[config.mk]
export PLATFORM = sky130hd
export DESIGN_NAME = vga_timing_gen_flat
export DESIGN_NICKNAME = d
export VERILOG_FILES = /design/src/rtl/vga_timing_gen_if.sv /design/src/rtl/vga_timing_gen.sv /design/src/flat_wrapper.sv
export SDC_FILE = /design/constraint.sdc
export NUM_CORES = 1
export LEC_CHECK = 0
export BUFFER_PORTS_ARGS = -buffer_cell sky130_fd_sc_hd__buf_4
export CORE_MARGIN = 5
export CORE_UTILIZATION = 46
export CTS_CLUSTER_SIZE = 14
export DETAILED_ROUTE_END_ITERATION = 8
export HOLD_SLACK_MARGIN = 0.08
export PLACE_DENSITY = 0.76
export RECOVER_POWER = 25
export SLEW_MARGIN = 20
export SYNTH_ARGS = -nofsm -noshare
export SYNTH_HDL_FRONTEND = slang
export SYNTH_SLANG_ARGS = --single-unit
[constraint.sdc]
create_clock -name clk -period 2 [get_ports clk]
set_clock_uncertainty 0.15 [all_clocks]
set_input_delay 0.2 -clock clk [delete_from_list [all_inputs] [get_ports clk]]
set_output_delay 0.2 -clock clk [all_outputs]
set_load 0.02 [all_outputs]
[src/rtl/vga_timing_gen_if.sv]
`timescale 1ns/1ps
`default_nettype none
// ============================================================================
// Module   : vga_timing_gen_if
// Brief    : Video-path bundle between the draw chain and the VGA timing core.
// Revision : 1.0 - initial release
// ============================================================================
interface vga_timing_gen_if;
  logic [7:0]  RGBin;
  logic [10:0] pixelX;
  logic [10:0] pixelY;
  logic        pixelEnable;
  logic        startOfFrame;
  logic [7:0]  red;
  logic [7:0]  green;
  logic [7:0]  blue;
  logic        hSync;
  logic        vSync;
  logic        blankN;

  modport master (
    input  RGBin,
    output pixelX, pixelY, pixelEnable, startOfFrame,
    output red, green, blue, hSync, vSync, blankN
  );

  modport slave (
    output RGBin,
    input  pixelX, pixelY, pixelEnable, startOfFrame,
    input  red, green, blue, hSync, vSync, blankN
  );
endinterface
`default_nettype wire

[src/rtl/vga_timing_gen.sv]
`timescale 1ns/1ps
`default_nettype none
// ============================================================================
// Module   : vga_timing_gen
// Brief    : 640x480@60 raster counters plus sync/blank/colour alignment to DAC.
// Revision : 1.0 - initial release
// ============================================================================
module vga_timing_gen #(
  parameter int H_ACTIVE = 640,
  parameter int H_FP     = 16,
  parameter int H_SYNC   = 96,
  parameter int H_BP     = 48,
  parameter int V_ACTIVE = 480,
  parameter int V_FP     = 10,
  parameter int V_SYNC   = 2,
  parameter int V_BP     = 33,
  parameter int CLK_DIV  = 2,
  parameter int PIPE_DLY = 1,
  parameter bit SYNC_POL = 1'b0
) (
  input  wire logic         clk,
  input  wire logic         resetN,
  vga_timing_gen_if.master  vga
);

  localparam logic [10:0] c_h_active = 11'(H_ACTIVE);
  localparam logic [10:0] c_h_last   = 11'(H_ACTIVE + H_FP + H_SYNC + H_BP - 1);
  localparam logic [10:0] c_hs_start = 11'(H_ACTIVE + H_FP);
  localparam logic [10:0] c_hs_end   = 11'(H_ACTIVE + H_FP + H_SYNC - 1);
  localparam logic [10:0] c_v_active = 11'(V_ACTIVE);
  localparam logic [10:0] c_v_last   = 11'(V_ACTIVE + V_FP + V_SYNC + V_BP - 1);
  localparam logic [10:0] c_vs_start = 11'(V_ACTIVE + V_FP);
  localparam logic [10:0] c_vs_end   = 11'(V_ACTIVE + V_FP + V_SYNC - 1);
  localparam logic [1:0]  c_div_last = 2'(CLK_DIV - 1);

  logic [1:0]  r_div;
  logic [10:0] r_x;
  logic [10:0] r_y;
  logic        r_pe;
  logic        r_sof;
  logic        w_tick;
  logic        w_x_wrap;
  logic        w_y_wrap;
  logic [2:0]  w_raw;   // {active, hs, vs}
  logic [2:0]  w_dly;
  logic [7:0]  r_red;
  logic [7:0]  r_green;
  logic [7:0]  r_blue;
  logic        r_blank_n;
  logic        r_hsync;
  logic        r_vsync;

  assign w_tick   = (r_div == c_div_last);
  assign w_x_wrap = (r_x == c_h_last);
  assign w_y_wrap = (r_y == c_v_last);

  // Counters and strobes update on the same edge, so pixelEnable flags the
  // cycle in which the new coordinate is first presented.
  always_ff @(posedge clk or negedge resetN) begin
    if (!resetN) begin
      r_div <= '0;
      r_x   <= '0;
      r_y   <= '0;
      r_pe  <= 1'b0;
      r_sof <= 1'b0;
    end else begin
      r_div <= w_tick ? 2'd0 : r_div + 2'd1;
      r_pe  <= w_tick;
      r_sof <= w_tick && w_x_wrap && w_y_wrap;
      if (w_tick) begin
        if (w_x_wrap) begin
          r_x <= '0;
          r_y <= w_y_wrap ? 11'd0 : r_y + 11'd1;
        end else begin
          r_x <= r_x + 11'd1;
        end
      end
    end
  end

  assign w_raw = {(r_x < c_h_active) && (r_y < c_v_active),
                  (r_x >= c_hs_start) && (r_x <= c_hs_end),
                  (r_y >= c_vs_start) && (r_y <= c_vs_end)};

  generate
    if (PIPE_DLY > 0) begin : g_pipe
      logic [2:0] r_pipe [PIPE_DLY];

      always_ff @(posedge clk or negedge resetN) begin
        if (!resetN) begin
          for (int i = 0; i < PIPE_DLY; i++) r_pipe[i] <= '0;
        end else begin
          r_pipe[0] <= w_raw;
          for (int i = 1; i < PIPE_DLY; i++) r_pipe[i] <= r_pipe[i-1];
        end
      end

      assign w_dly = r_pipe[PIPE_DLY-1];
    end else begin : g_bypass
      assign w_dly = w_raw;
    end
  endgenerate

  // Bit replication spreads R3G3B2 across the full 8-bit DAC range.
  always_ff @(posedge clk or negedge resetN) begin
    if (!resetN) begin
      r_red     <= '0;
      r_green   <= '0;
      r_blue    <= '0;
      r_blank_n <= 1'b0;
      r_hsync   <= ~SYNC_POL;
      r_vsync   <= ~SYNC_POL;
    end else begin
      r_blank_n <= w_dly[2];
      r_hsync   <= w_dly[1] ? SYNC_POL : ~SYNC_POL;
      r_vsync   <= w_dly[0] ? SYNC_POL : ~SYNC_POL;
      if (w_dly[2]) begin
        r_red   <= {vga.RGBin[7:5], vga.RGBin[7:5], vga.RGBin[7:6]};
        r_green <= {vga.RGBin[4:2], vga.RGBin[4:2], vga.RGBin[4:3]};
        r_blue  <= {4{vga.RGBin[1:0]}};
      end else begin
        r_red   <= '0;
        r_green <= '0;
        r_blue  <= '0;
      end
    end
  end

  assign vga.pixelX       = r_x;
  assign vga.pixelY       = r_y;
  assign vga.pixelEnable  = r_pe;
  assign vga.startOfFrame = r_sof;
  assign vga.red          = r_red;
  assign vga.green        = r_green;
  assign vga.blue         = r_blue;
  assign vga.blankN       = r_blank_n;
  assign vga.hSync        = r_hsync;
  assign vga.vSync        = r_vsync;

endmodule
`default_nettype wire
[src/flat_wrapper.sv]
// flat-port wrapper written by rule: the top's interface ports become plain ports
module vga_timing_gen_flat 
#(
  parameter int H_ACTIVE = 640,
  parameter int H_FP     = 16,
  parameter int H_SYNC   = 96,
  parameter int H_BP     = 48,
  parameter int V_ACTIVE = 480,
  parameter int V_FP     = 10,
  parameter int V_SYNC   = 2,
  parameter int V_BP     = 33,
  parameter int CLK_DIV  = 2,
  parameter int PIPE_DLY = 1,
  parameter bit SYNC_POL = 1'b0
)
  (clk, resetN, vga_RGBin, vga_pixelX, vga_pixelY, vga_pixelEnable, vga_startOfFrame, vga_red, vga_green, vga_blue, vga_hSync, vga_vSync, vga_blankN);
  vga_timing_gen_if vga_i ();
  input  wire logic clk;
  input  wire logic resetN;
  input wire logic [$bits(vga_i.RGBin)-1:0] vga_RGBin;
  output wire logic [$bits(vga_i.pixelX)-1:0] vga_pixelX;
  output wire logic [$bits(vga_i.pixelY)-1:0] vga_pixelY;
  output wire logic [$bits(vga_i.pixelEnable)-1:0] vga_pixelEnable;
  output wire logic [$bits(vga_i.startOfFrame)-1:0] vga_startOfFrame;
  output wire logic [$bits(vga_i.red)-1:0] vga_red;
  output wire logic [$bits(vga_i.green)-1:0] vga_green;
  output wire logic [$bits(vga_i.blue)-1:0] vga_blue;
  output wire logic [$bits(vga_i.hSync)-1:0] vga_hSync;
  output wire logic [$bits(vga_i.vSync)-1:0] vga_vSync;
  output wire logic [$bits(vga_i.blankN)-1:0] vga_blankN;
  assign vga_i.RGBin = vga_RGBin;
  assign vga_pixelX = vga_i.pixelX;
  assign vga_pixelY = vga_i.pixelY;
  assign vga_pixelEnable = vga_i.pixelEnable;
  assign vga_startOfFrame = vga_i.startOfFrame;
  assign vga_red = vga_i.red;
  assign vga_green = vga_i.green;
  assign vga_blue = vga_i.blue;
  assign vga_hSync = vga_i.hSync;
  assign vga_vSync = vga_i.vSync;
  assign vga_blankN = vga_i.blankN;
  vga_timing_gen #(.H_ACTIVE(H_ACTIVE), .H_FP(H_FP), .H_SYNC(H_SYNC), .H_BP(H_BP), .V_ACTIVE(V_ACTIVE), .V_FP(V_FP), .V_SYNC(V_SYNC), .V_BP(V_BP), .CLK_DIV(CLK_DIV), .PIPE_DLY(PIPE_DLY), .SYNC_POL(SYNC_POL)) u_core (.clk(clk), .resetN(resetN), .vga(vga_i));
endmodule
==> Word level (Yosys, flattened, before mapping) <==
Cells that the tools add are included.
{ "classes": {"n_addsub": 3, "magnitude_cmp": 6, "eq_ne": 3, "mux": 8, "n_reduce_logical": 6} }
{ "ops": {"columns": ["op", "n"], "rows": [
  ["8-bit two-way mux", 3],
  ["11-bit by 1-bit adder with 11-bit output (second input constant)", 2],
  ["11-bit by 10-bit == test with 1-bit output (second input constant)", 2],
  ["11-bit two-way mux", 2],
  ["11-bit by 10-bit greater-or-equal comparator with 1-bit output (second input constant)", 1],
  ["11-bit by 9-bit greater-or-equal comparator with 1-bit output (second input constant)", 1],
  ["11-bit by 10-bit less-or-equal comparator with 1-bit output (second input constant)", 1],
  ["11-bit by 9-bit less-or-equal comparator with 1-bit output (second input constant)", 1],
  ["11-bit by 10-bit less-than comparator with 1-bit output (second input constant)", 1],
  ["11-bit by 9-bit less-than comparator with 1-bit output (second input constant)", 1],
  ["1-bit logical AND", 5],
  ["2-bit by 1-bit adder with 2-bit output (second input constant)", 1],
  ["2-bit by 1-bit == test with 1-bit output (second input constant)", 1],
  ["1-bit two-way mux", 2],
  ["2-bit two-way mux", 1],
  ["2-bit AND reduction", 1]
]} }
{ "word_totals": {"register_bits": 56, "inputBits": 10} }

==> Logic depth before layout (Yosys ltp) <==
Gate-level depths: netlist of the first run.
{ "depth": {"ltp_word": 3, "mapped_depth": 7, "mapped_depth_nobuf": 6} }

==> Worst setup path after synthesis of the first run <==
No wires, ideal clock.
{ "synth_path": {"path_type": "reg-to-reg", "startpoint": "register u_core.r_x[0] (netlist: u_core.vga.pixelX[0])", "endpoint": "register u_core.r_y[10] (netlist: u_core.vga.pixelY[10])", "setup_time_ns": 0.125, "t_arrival_ns": 1.753, "t_required_ns": 1.725, "slack_ns": -0.028, "stages_incl_launch_ff": 7, "path_buffers": 1, "synth_period_minus_slack_ns": 2.028, "cell_sequence": "dfrtp_1 -> ha_1 -> and3b_1 -> clkbuf_1 -> nand4_2 -> nor3_1 -> mux2_2"} }
{ "synth_between": {"elab_chain_cells": 2} }
{ "synth_lines": {"columns": ["element", "line", "source"], "rows": [
  ["start, declared", "vga_timing_gen.sv:37", "logic [10:0] r_x;"],
  ["start signal, assigned", "vga_timing_gen.sv:75", "r_x <= r_x + 11'd1;"],
  ["11-bit by 10-bit == test with 1-bit output", "vga_timing_gen.sv:54", "assign w_x_wrap = (r_x == c_h_last);"],
  ["2-bit AND reduction (no line)", null, null],
  ["end signal, assigned", "vga_timing_gen.sv:73", "r_y <= w_y_wrap ? 11'd0 : r_y + 11'd1;"],
  ["end, declared", "vga_timing_gen.sv:38", "logic [10:0] r_y;"]
]} }
No other way between the ends.
A chain may end at the register's enable or synchronous reset.

==> Worst setup path in the final report of the first run <==
{ "layout_path": {"startpoint": "register u_core.r_y[0] (netlist: u_core.vga.pixelY[0])", "endpoint": "register u_core.r_y[8] (netlist: u_core.vga.pixelY[8])"} }
{ "layout_between": {"elab_chain_cells": 2, "elab_cells_between_ends": 3} }
{ "layout_lines": {"columns": ["element", "line"], "rows": [
  ["11-bit by 1-bit adder with 11-bit output or 11-bit by 10-bit == test with 1-bit output (tied branches)", "vga_timing_gen.sv:73, vga_timing_gen.sv:55"],
  ["11-bit two-way mux *", "vga_timing_gen.sv:73"]
]} }
Mark *: on every way between the ends. The rest lies on a longest branch, timed or not.

==> out/metrics.csv, run 1 <==
metric,value,unit
Synth area leader,dfrtp_1,
"Net count, final",271,
DR WL/cell,14.8,µm
"Arr. time, crit path",1950,ps
Hold EP,u_core.vga.hSync,
DRC,0,
Hold Fails Final Rpt,0,
Die Y,75.4,µm
first-pass GRT wire length,7180,µm
Mapped Cells,190,
Max Cap Viol,0,
leakage,1.24,nW
Antenna diodes,0,
die area,5690,µm²
vias in the first global route,1541,
DR vias/cell,5.10,
CTS tree,built,
Worst Hold Launch,u_core.g_pipe.r_pipe[1],
share of layout cells above drive strength 1,37.0,%
FF-to-FF End,u_core.vga.pixelY[8],
row cnt,23,
"top cells by area, synth","dfrtp_1, buf_4, ha_1",
largest net degree at the start of global routing,41,
Final ANT Viol Nets,0,
minimum hold slack,206,ps
worst min path class,reg -> reg,
DIE WIDTH,75.4,µm
Pwr Density,603,nW/µm²
xor/xnor share of the synthesized area,4.00,%
Detailed Route Iter0 Violations,60,
H-tree Lvls,2,
Ports,61,
compound-gate portion of the synthesized area,7.37,%
CTS Buffer Depth,2,
Port-buffer cells,60,
Final period util,93.6,%
grt ovf,0,
setup slack at placement,11.0,ps
initial antenna violation count,0,
Netlist cell types,40,
routed wire length,4530,µm
Async SR Flop Fraction,100,%
core area,4090,µm²
DR vias,1565,
total CTS buffers,5,
max-slew violations,0,
Crit Path Class,reg -> reg,
status,"complete, no violations",
adder-cell share of the synthesized area,3.18,%
Area Growth Syn to Fin,33.9,%
Detailed Place HPWL,3270,µm
initial core utilization,48.2,%
"EDFF count, synth",0,
Worst-path clk slew,80,ps
Period minus WS final,1870,ps
hold depth,1,
yosys warns,0,
main combinational cell family by area after synthesis,simple AND/OR/NAND/NOR gates,
FF-to-FF setup slack,130,ps
GRT Resource Usage Total,16.7,%
Placed Area,2430,µm²
Post-Synth Simple-Gate Area,22.6,%
Worst Path Max Fanout,7,
Critical Path RT,2070,ps
post-CTS setup buffer count,0,
clock root cell,clkbuf_8,
Reg2Reg Depth,6,
critical path capture point type,flip-flop,
Setup-failing EPs final,0,
register bit total from synthesis,40,
Finished Cell Area,2640,µm²
setup TNS,0,ps
"Clk Latency, worst-skew pair",290,ps
Slew HR,36.0,%
final core occ,64.5,%
Worst VDD drop,0.374,mV
post-synthesis mux area share,1.59,%
reg-to-reg startpoint,u_core.vga.pixelY[0],
top-area cell type share of the netlist area,48.3,%
syn_nets,205,
Slew @ Worst Pin,960,ps
first-pass detailed-route iteration total,6,
post-synthesis average cell area,10.4,µm²
sequential share of the synthesized area,51.0,%
Post-Syn Area,1970,µm²
GP Congestion,0.861,
Fmax,0.534,GHz
clk sinks,40,
Main synth FF type,dfrtp_1,
Setup WS post-layout,128,ps
CP Launch Type,flip-flop,
RSZ-0062 raised after global routing,no,
==> flip-flops by register name, summed over array words and instances (netlist names) <==
| register | cells |
|---|---|
| u_core.vga.hSync | 1 |
| u_core.vga.pixelX | 11 |
| u_core.vga.startOfFrame | 1 |
| u_core.vga.red | 3 |
| u_core.vga.pixelY | 11 |
| u_core.g_pipe.r_pipe | 3 |
| u_core.vga.blankN | 1 |
| u_core.vga.green | 3 |
| u_core.r_div | 2 |
| u_core.vga.vSync | 1 |
| u_core.vga.pixelEnable | 1 |
| u_core.vga.blue | 2 |
==> Yosys cell counts (2+ instances only) <==
cell,instances
a22o_1,2
buf_4,16
and2_1,9
xnor2_1,3
or3_1,4
dfrtp_1,38
nand2_1,14
or4_1,3
inv_1,11
o21ai_0,8
nor2_1,9
and4_1,4
nor3b_1,2
nand4_1,7
nor3_1,4
dfstp_2,2
o31ai_1,2
ha_1,5
a21oi_1,4
clkbuf_1,3
xor2_1,6
and3_1,2
buf_2,4
nand3_1,9
mux2i_1,2
nor4b_1,2
o31a_1,2
==> what timing repair did <==
item | in CTS | in global routing
resized for setup | 0 | 7
setup endpoints to repair | 0 | 6
endpoints found under the hold margin | 47 | 0
hold buffers | 9 | 0
==> cell usage in the layout, fill, tap and decap left out, types with 2 or more instances in the layout <==
cell,instances
or3_1,4
clkbuf_8,5
buf_4,66
nand4_1,7
a22o_1,2
and2_1,8
mux2i_1,2
dlygate4sd3_1,9
o31ai_1,2
dfrtp_2,4
nand2_1,14
inv_1,11
nor3_1,4
and3_1,2
ha_1,4
dfrtp_1,34
or4_1,3
o31a_1,2
o21ai_0,8
nor3b_1,2
clkbuf_4,7
nand3_1,9
xnor2_1,3
nor2_1,9
xor2_1,6
a21oi_1,4
and4_1,2
dfstp_2,2
and4_2,2
==> power by group <==
| group | switching, mW | total [mW] | internal (mW) |
|---|---|---|---|
| sequential | 0.00664 | 0.823 | 0.817 |
| clock | 0.278 | 0.648 | 0.370 |
| combinational | 0.0632 | 0.119 | 0.0553 |
| total | 0.348 | 1.59 | 1.24 |
==> stage by stage <==
step	std cells	power (mW)
CTS	307	1.61
detailed placement	290	0.947
finish	307	1.59
global route	307	1.65
floorplan	190	0.900
global placement	290	0.943
==> worst max path at each step <==
stage | slack (ps) | to | startpoint | depth (start not counted)
floorplan | 50 | u_core.vga.pixelY[9] | u_core.vga.pixelX[0] | 7
global placement | 110 | u_core.vga.pixelY[10] | u_core.vga.pixelY[1] | 5
detailed placement | 10 | u_core.vga.pixelY[9] | u_core.vga.pixelY[0] | 6
CTS | 1 | u_core.vga.pixelY[9] | u_core.vga.pixelY[0] | 6
global route | 20 | u_core.vga.pixelY[10] | u_core.vga.pixelX[0] | 5
finish | 130 | u_core.vga.pixelY[8] | u_core.vga.pixelY[0] | 6
==> critical path: stages (launching register included) <==
cell and delay [ps]:
dfrtp_2 410, inv_1 90, ha_1 200, nor4b_2 160, and4_2 260, or4_1 460
o21ai_1 80
==> metal layers <==
layer | wire length [µm] | part of all wire, % | track usage, %
met1 | 1910 | 42 | 20.1
met2 | 2250 | 50 | 28.7
met3 | 306 | 6.8 | 4.49
met4 | 68 | 1.5 | 6.02
met5 | 0 | 0 | 0
==> layout make-up <==
type / count / area (µm²)
fill: 333 / 1450
sequential: 40 / 1010
multi-input combinational: 115 / 774
timing repair buffer: 83 / 643
clock buffer: 6 / 72.6
tap: 50 / 62.6
inverter: 11 / 41.3
clock inverter: 2 / 35.0
==> kinds of logic (layout without fill, tap and decap cells) <==
family          count (synthesis)  in the layout
compound gates                 23             23
xor+xnor                        9              9
fa+ha+maj                       5              5
buf+inv                        35            102
flops                          40             40
mux                             3              3
simple gates                   75             75
Note: power is estimated with default switching activity, not from simulation.
==> run 2, diff against run 1 <==
Settings changed: ABC_AREA from default to 1, CORE_UTILIZATION 46 to 47.
==> out/metrics.csv, run 2 <==
metric,value,unit,change
Final period util,84.2,%,-9.4 points
RSZ-0062 raised after global routing,no,,
total CTS buffers,5,,unchanged
initial antenna violation count,0,,unchanged
top-area cell type share of the netlist area,43.8,%,-4.5 points
largest net degree at the start of global routing,41,,unchanged
Total Power,1.50,mW,-6.0%
Antenna diodes,0,,unchanged
grt ovf,0,,unchanged
setup TNS,0,ps,unchanged
Final ANT Viol Nets,0,,unchanged
routed wire length,4810,µm,+6.0%
first-pass detailed-route iteration total,4,,-2
Detailed Place HPWL,3450,µm,+5.5%
DR vias/cell,4.98,,-2.2%
DRC,0,,unchanged
Critical Path RT,2030,ps,-40 ps
register bit total from synthesis,40,,unchanged
CTS Buffer Depth,2,,unchanged
GR peak layer,met2,,
initial core utilization,49.2,%,+1.0 points
Hold Fails Final Rpt,0,,unchanged
worst min path class,reg -> reg,,
CTS tree,built,,
"EDFF count, synth",0,,unchanged
post-CTS setup buffer count,0,,unchanged
Die Y,78.0,µm,+3.4%
"Clk Latency, worst-skew pair",290,ps,about the same
Slew @ Worst Pin,965,ps,+4.97 ps
most frequent cells in the layout,"nand2_1, buf_4, inv_1, dfrtp_1, nor2_1",,
vias in the first global route,1768,,+15%
synth cell count leaders,"nand2_1, inv_1, dfrtp_1, nor2_1",,
Worst-path clk slew,80,ps,about the same
Pwr Density,551,nW/µm²,-8.6%
die area,6080,µm²,+6.9%
yosys warns,0,,unchanged
Detailed Route Iter0 Violations,81,,+35%
DIE WIDTH,78.0,µm,+3.4%
row cnt,24,,+4.3%
syn_nets,278,,+36%
Netlist cell types,29,,-28%
Synth area leader,dfrtp_1,,
most common cell in the synthesized netlist,nand2_1,,
Post-CTS Resized,0,,unchanged
"Net count, final",333,,+23%
post-synthesis average cell area,8.26,µm²,-20%
Port-buffer cells,60,,unchanged
"top cells by area, synth","dfrtp_1, nand2_1, inv_1",,
Worst Path Max Fanout,8,,+1
Area Growth Syn to Fin,25.0,%,
Main synth FF type,dfrtp_1,,
M1 GR Usage,20.8,%,+0.66 points
status,"complete, no violations",,
Slew HR,35.7,%,-0.33 points
Fmax,0.594,GHz,+11%
GP Congestion,0.852,,-1.0%
Period minus WS final,1680,ps,-188 ps
Post-Syn Area,2170,µm²,+10%
GR Layer Usage met2,27.9,%,-0.79 points
share of layout cells above drive strength 1,27.6,%,-9.4 points
H-tree Lvls,2,,unchanged
"Arr. time, crit path",1720,ps,-230 ps
GRT Resource Usage Total,16.5,%,-0.21 points
Setup-failing EPs final,0,,unchanged
DR vias,1849,,+18%
CP Launch Type,flip-flop,,
Crit Path Class,reg -> reg,,
Ports,61,,unchanged
leakage,1.47,nW,+18%
max-slew violations,0,,unchanged
DR WL/cell,13.0,µm,-12%
critical path capture point type,flip-flop,,
sequential share of the synthesized area,46.2,%,-4.8 points
Max Cap Viol,0,,unchanged
Async SR Flop Fraction,100,%,unchanged
core area,4410,µm²,+8.0%
fill cell count,383,,+15%
Mapped Cells,263,,+38%
"commonest non-fill, non-tap cell in the layout",nand2_1,,
clock root cell,clkbuf_8,,
GR Layer Usage met3,4.51,%,+0.028 points
first-pass GRT wire length,8170,µm,+14%
Worst VDD drop,0.304,mV,-19%
clk sinks,40,,unchanged
-- run 2: changes by cell type in the layout (fill, tap and decap cells not counted), sizes merged, moves of 8 or more --
| cell | previous run | this run |
|---|---|---|
| buf | 66 | 58 |
| inv | 11 | 42 |
| nor2 | 9 | 29 |
| nand3 | 9 | 17 |
| and2 | 9 | 0 |
| nand2 | 14 | 67 |
-- run 2: worst max-delay path, cell delays in order (launching register included) --
cell and delay (ps):
dfrtp_1 480, ha_1 350, inv_1 70, nor2_1 200, xnor2_1 140, nand3b_1 120
nand2_1 50
-- run 2: metal layers --
layer	part of all wire [%]	vias to the layer above
met5	0	-
met4	0.77	0
met2	51	69
met1	43	864
met3	6.0	6
li1	-	910
-- run 2: kinds of logic after synthesis --
logic type / count (synthesis) / share of synthesized area [%]
AOI/OAI and AO/OA: 9 / 2.48
xor gates and xnor gates: 9 / 3.63
adders and majority gates: 5 / 2.88
buffers and inverters: 63 / 14.2
DFF: 40 / 46.2
and+or+nand+nor: 137 / 30.6
-- run 2: through the flow --
stage	utilization, %	area (µm²)	std cells	setup WS (ps)	hold WS (ps)
after floorplan	-	2170	263	396	-246
after global placement	57.5	2540	354	338	50.7
after detailed placement	57.5	2540	354	364	55.9
after CTS	61.6	2720	371	344	205
after global routing	61.5	2720	371	170	217
final	61.5	2720	371	316	201
-- run 2: final timing paths --
check / from / slack (ps) / endpoint / cells after the start
min reg2reg: u_core.g_pipe.r_pipe[1] / 200 / u_core.vga.hSync / 1
min: u_core.g_pipe.r_pipe[1] / 200 / u_core.vga.hSync / 1
min in group asynchronous: resetN / 440 / u_core.vga.pixelX[7] / 2
max in group asynchronous: resetN / 650 / u_core.vga.pixelEnable / 2
max: u_core.vga.pixelY[1] / 320 / u_core.vga.pixelY[4] / 6
max reg2reg: u_core.vga.pixelY[1] / 320 / u_core.vga.pixelY[4] / 6
-- run 2: cell type report --
class	instances	area [µm²]	area share, %
Multi-Input combinational cell	160	858	31.6
Clock inverter	2	10.0	0.369
Timing Repair Buffer	69	538	19.8
Inverter	42	158	5.81
Clock buffer	6	82.6	3.04
Sequential cell	40	1000	37.0
Tap cell	52	65.1	2.40
-- run 2: timing repair --
action | CTS | global route
endpoints found under the setup margin | 0 | 0
hold endpoints to repair | 46 | 0
hold buffers | 9 | 0
-- run 2: where the power goes --
group          switching, mW  leakage, nW  internal (mW)  total, mW
Combinational         0.0657        0.910         0.0548      0.121
Clock                  0.276       0.0510          0.275      0.552
Sequential           0.00619        0.509          0.817      0.823
Total                  0.348         1.47           1.15       1.50
